--- src/rtl/event_toggle_tx_pkg.sv ---
// Shared definitions for the toggle-based CDC event transmitter.
package event_toggle_tx_pkg;

    // Transfer FSM: idle, or one event in flight awaiting the receiver's ack toggle.
    typedef enum logic {
        StIdle    = 1'b0,
        StWaitAck = 1'b1
    } state_e;

    // An ack synchroniser shallower than this is not metastability-safe.
    localparam int unsigned SyncStagesMin = 2;

endpackage

--- src/rtl/sync_ff.sv ---
// Multi-stage reset-to-0 synchroniser for a single asynchronous level.
module sync_ff #(
    parameter int unsigned Stages = 2
) (
    input  logic clk_i,
    input  logic rst_ni,
    input  logic d_i,
    output logic q_o
);

    logic [Stages-1:0] sync_q;

    // Shift the asynchronous input through the flop chain.
    always_ff @(posedge clk_i or negedge rst_ni) begin
        if (!rst_ni) begin
            sync_q <= '0;
        end else begin
            sync_q <= {sync_q[Stages-2:0], d_i};
        end
    end

    assign q_o = sync_q[Stages-1];

endmodule

--- src/rtl/event_toggle_tx.sv ---
// Transmit side of a toggle-based event CDC channel with a saturating pending-event queue.
module event_toggle_tx
    import event_toggle_tx_pkg::*;
#(
    parameter int unsigned CntWidth   = 4,
    parameter int unsigned SyncStages = 2
) (
    input  logic                clk_i,
    input  logic                rst_ni,
    input  logic                event_in_i,
    output logic                req_toggle_o,
    input  logic                ack_toggle_i,
    output logic                busy_o,
    output logic                done_o,
    output logic [CntWidth-1:0] pending_o,
    output logic                overflow_o,
    input  logic                clr_overflow_i
);

    // Never build a synchroniser shallower than the safe minimum.
    localparam int unsigned SyncDepth =
        (SyncStages < SyncStagesMin) ? SyncStagesMin : SyncStages;

    localparam logic [CntWidth-1:0] PendMax = '1;
    localparam logic [CntWidth-1:0] PendOne = CntWidth'(1);

    state_e              state_q, state_d;
    logic                req_q, req_d;
    logic                done_q, done_d;
    logic                overflow_q, overflow_d;
    logic [CntWidth-1:0] pending_q, pending_d;
    logic                ack_sync;

    sync_ff #(
        .Stages (SyncDepth)
    ) u_ack_sync (
        .clk_i  (clk_i),
        .rst_ni (rst_ni),
        .d_i    (ack_toggle_i),
        .q_o    (ack_sync)
    );

    // Next-state logic: launch, queueing, ack detection and sticky overflow.
    always_comb begin
        state_d    = state_q;
        req_d      = req_q;
        pending_d  = pending_q;
        done_d     = 1'b0;
        overflow_d = overflow_q;

        if (clr_overflow_i) begin
            overflow_d = 1'b0;
        end

        unique case (state_q)
            StIdle: begin
                // A queued event goes first; a same-cycle new event takes its queue slot.
                if (event_in_i || (pending_q != '0)) begin
                    req_d   = ~req_q;
                    state_d = StWaitAck;
                    if ((pending_q != '0) && !event_in_i) begin
                        pending_d = pending_q - PendOne;
                    end
                end
            end
            StWaitAck: begin
                if (event_in_i) begin
                    if (pending_q == PendMax) begin
                        overflow_d = 1'b1;  // set wins over clear
                    end else begin
                        pending_d = pending_q + PendOne;
                    end
                end
                if (ack_sync == req_q) begin
                    state_d = StIdle;
                    done_d  = 1'b1;
                end
            end
            default: state_d = StIdle;
        endcase
    end

    // State registers; reset discards the in-flight and queued events.
    always_ff @(posedge clk_i or negedge rst_ni) begin
        if (!rst_ni) begin
            state_q    <= StIdle;
            req_q      <= 1'b0;
            done_q     <= 1'b0;
            overflow_q <= 1'b0;
            pending_q  <= '0;
        end else begin
            state_q    <= state_d;
            req_q      <= req_d;
            done_q     <= done_d;
            overflow_q <= overflow_d;
            pending_q  <= pending_d;
        end
    end

    assign req_toggle_o = req_q;
    assign busy_o       = (state_q == StWaitAck);
    assign done_o       = done_q;
    assign pending_o    = pending_q;
    assign overflow_o   = overflow_q;

endmodule

--- config.mk ---
export PLATFORM = sky130hd
export DESIGN_NAME = event_toggle_tx
export DESIGN_NICKNAME = d
export VERILOG_FILES = /design/src/rtl/event_toggle_tx_pkg.sv /design/src/rtl/sync_ff.sv /design/src/rtl/event_toggle_tx.sv
export SDC_FILE = /design/constraint.sdc
export NUM_CORES = 1
export LEC_CHECK = 0
export BUFFER_PORTS_ARGS = -buffer_cell sky130_fd_sc_hd__buf_2
export CAP_MARGIN = 40
export CORE_MARGIN = 2
export CORE_UTILIZATION = 25
export DETAILED_ROUTE_END_ITERATION = 12
export PLACE_DENSITY_LB_ADDON = 0.2
export SLEW_MARGIN = 20
export SYNTH_ARGS = -nofsm -noshare
export SYNTH_HDL_FRONTEND = slang
export SYNTH_SLANG_ARGS = --single-unit
--- constraint.sdc ---
create_clock -name clk_i -period 1.5 [get_ports clk_i]
set_input_delay 0.225 -clock clk_i [delete_from_list [all_inputs] [get_ports clk_i]]
set_output_delay 0.225 -clock clk_i [all_outputs]
set_load 0.02 [all_outputs]
==> out/summary.md <==
The number of distinct standard cells referenced by the synthesized netlist was 19; the power per unit of standard cell area was 2540 nW/um^2. The worst path in the final design needs a cycle of 1.47 ns, including I/O delays and setup. Using the TritonRoute via totals, the vias-per-cell ratio works out to 4.01. The routability congestion estimate was 0.721; the area share of fa/ha/maj cells after synthesis was 9.45%.

The logs give 355 for the via count of the first global-routing pass and 2270 um^2 for the overall die area. The count of buffers added on input and output ports is 12. The xor and xnor fraction of the mapped netlist area is 9.19%, and the fraction of the mapped netlist area in compound gates is 6.82%. The leakage power came out at 0.000349 uW. Walking the worst path, the cells encountered are buf_4 -> fa_2 -> xor2_1 -> mux2_4. The count of nets left with antenna violations once routing finished came out at 0.

The logs give 1.62 ns for the arrival time at the worst endpoint and 10 for the clock sink count. The worst pin sits at a relative slew slack of 83.4%. Setup repair after global routing could not meet its margin everywhere. For the number of warning messages in the yosys log, the log shows 0. The post-synthesis net count came out at 44.

The via total after detailed routing came out at 353. The total count of max-transition violations in the final report is 0, and the post-synthesis to final-layout area growth is 54.9%. Along the worst path, the maximum fanout reaches 4. The die is 47.7 um tall. Once routing completed, OpenROAD measured the worst setup slack at 0.0326 ns. Across the VDD grid, the largest voltage drop is 955 uV.

By area, the combinational part of the netlist is dominated by simple AND/OR/NAND/NOR gates. The combined global-route utilization of all metal layers was 10.7%. The tightest min-delay check is of the in -> reg type. Counting along the longest clock path gives a buffer depth of 2. TritonCTS built the clock tree. The largest stage delay on the critical path was 0.45 ns; the number of endpoints failing setup at the final stage was 0.

Among cell families on the critical path, the largest total delay comes from flip-flops. After detailed routing, the average wire length per cell comes to 10.3 um. Across the run, the number of max-cap violations was 0. The critical setup path kind was reg -> reg. After routing the design area is 738 um^2. The residual overflow from global routing was 0; the post-synthesis cell count was 36. The worst register-to-register path has a setup slack of 0.03 ns.

The slowest stage of the critical path is the dfrtp_2 cell. For the worst setup path, the data required time is 1.65 ns. The worst path uses 97.8% of the clock period.

STA classifies the critical path endpoint as a register. The core footprint is 1760 um^2, and the slew at the pin closest to its max-slew limit is 0.248 ns. The total of flip-flops plus latches after synthesis works out to 10. The number of antenna violations at the first check in global routing was 0; the share of the yosys chip area belonging to registers was 52.5%. For this configuration, the core starts out at a cell density of 27.0%. The tools report the total number of placement rows as 15.

The simple-gate area share of the yosys netlist is 11.3%, and the minimum setup slack after placement is 0.00195 ns. The mux share of post-synthesis cell area came out at 8.40%. After the last flow step, the layout net total stands at 72. The first detailed-routing pass took 2 iterations. In this run the clock root is driven by a clkbuf_4. The sum of buffers and inverters on the critical path is 1, and the cell area after placement is 627 um^2.

For this block, the routed nets add up to 905 um of wire. The first global-routing pass estimated 1580 um of wire. The per-instance average area after synthesis works out to 13.2 um^2. The fraction of layout cells with a size suffix above 1 is 65.1%, and the violation count after the first detailed-route iteration is 7. The final hold violation count was 0. On the final layout, the worst clock skew is 0.00312 ns. The diode insertion count for antenna repair is 0, and the clock-pin slew of the registers on the worst-case setup and hold paths is 0.06 ns.

The floorplan step set the die width to 47.7 um. The layout has 196 filler cells. The startpoint kind of the worst setup timing path is a register.

In this run the count of I/O pins placed on the die edge is 13. The clock reaches the later pin of the worst-skew pair after 0.26 ns. For this run, design rule violations remaining after detail routing come to 0. The flow ran to the end, and the final reports show no timing, DRC or antenna violations. The pin count of the biggest net entering global routing was 11; the TritonCTS buffer count was 3.

Based on the critical path, the design can be clocked at up to 681 MHz. In this run the cell area of the synthesized design comes to 477 um^2. The maximum level of the CTS H-tree is 1.
-- logic make-up (layout without fill, tap and decap cells) --
| kind of cell | Yosys count | count (layout) |
|---|---|---|
| XOR/XNOR | 5 | 5 |
| buffers and inverters | 3 | 30 |
| AND/OR/NAND/NOR | 7 | 7 |
| flip-flops | 10 | 10 |
| multiplexers | 3 | 3 |
| AO/OA/AOI/OAI | 5 | 5 |
| adder cells (fa/ha/maj) | 3 | 3 |
-- layer usage --
layer  track usage (%)  share of wire [%]  vias to the layer above
met5                 0                  0                        -
met1              13.3                 47                      166
met3              2.26                4.8                        2
met4              8.11               0.55                        0
met2              16.2                 48                        9
li1                  -                  -                      176
-- sequential cells by signal, summed over array words and instances (netlist names) --
name and count:
overflow_o 1, busy_o 1, u_ack_sync.sync_q 2, done_o 1, req_toggle_o 1, pending_o 4
-- timing repair --
action / 4_1_cts / 5_1_grt
buffers inserted: 2 / 1
setup endpoints to repair: 1 / 3
gates resized for setup: 1 / 6
hold buffers: 1 / 0
pin swaps: 1 / 2
hold endpoints to repair: 10 / 0
-- final timing paths --
path                                       from                   end  cells after the start
hold reg to reg            u_ack_sync.sync_q[0]  u_ack_sync.sync_q[1]                      0
max in group asynchronous                rst_ni          pending_o[0]                      2
setup reg to reg                   pending_o[1]          pending_o[2]                      4
min in group asynchronous                rst_ni          req_toggle_o                      2
hold / removal                     ack_toggle_i  u_ack_sync.sync_q[0]                      1
setup / recovery                   pending_o[1]          pending_o[2]                      4
-- per-stage QoR --
stage	power (uW)	TNS (ns)	utilization, %	std cells	hold WS (ns)
3_3_place_gp	1470	-0.000314	35.5	80	0.102
5_1_grt	2040	-0.0393	41.8	88	0.0546
2_1_floorplan	1140	-0.0267	-	36	-0.0706
4_1_cts	1780	0	39.1	87	0.0562
3_5_place_dp	1480	0	35.5	80	0.101
6_report	1880	0	41.8	88	0.0656
-- worst reg2reg max path, delay by kind of cell (launching register included) --
family     cells  cell delay [ns]
flops          1             0.45
xor+xnor       1             0.16
buf+inv        1             0.16
mux            1             0.26
fa+ha+maj      1             0.33
-- synthesized netlist by cell type, drive strengths merged --
library cell	count	share of area, %
a21o	2	3.4
a21oi	2	2.1
dfrtp	10	52
fa	1	4.2
ha	2	5.2
inv	3	2.4
mux2	2	6.3
mux2i	1	2.1
nand2	1	0.79
nand4	1	1.3
nor2	2	3.1
nor2b	1	1.3
nor3	1	2.1
nor4	1	2.6
o22ai	1	1.3
xnor2	2	3.7
xor2	3	5.5
-- final cells by class --
class / instances / area [um^2] / area share, %
flip-flops and latches: 10 / 254 / 34.4
multi-input cells: 23 / 258 / 34.9
repair buffers: 23 / 145 / 19.7
clock buffers: 4 / 36.3 / 4.92
well taps: 25 / 31.3 / 4.24
inverters: 3 / 13.8 / 1.86
-- cells in the final DEF, fill, tap and decap left out, types with 2 or more instances in the layout --
cell	instances
ha_4	2
xor2_1	3
xnor2_1	2
dfrtp_2	3
clkbuf_4	3
buf_4	10
dfrtp_1	7
buf_2	12
mux2_4	2
inv_1	2
-- report_power, final --
| group | switching (uW) | internal (uW) |
|---|---|---|
| Combinational | 506 | 606 |
| Clock | 93.6 | 147 |
| Sequential | 133 | 391 |
| Total | 733 | 1140 |
Power figures use the tool's default switching activity.
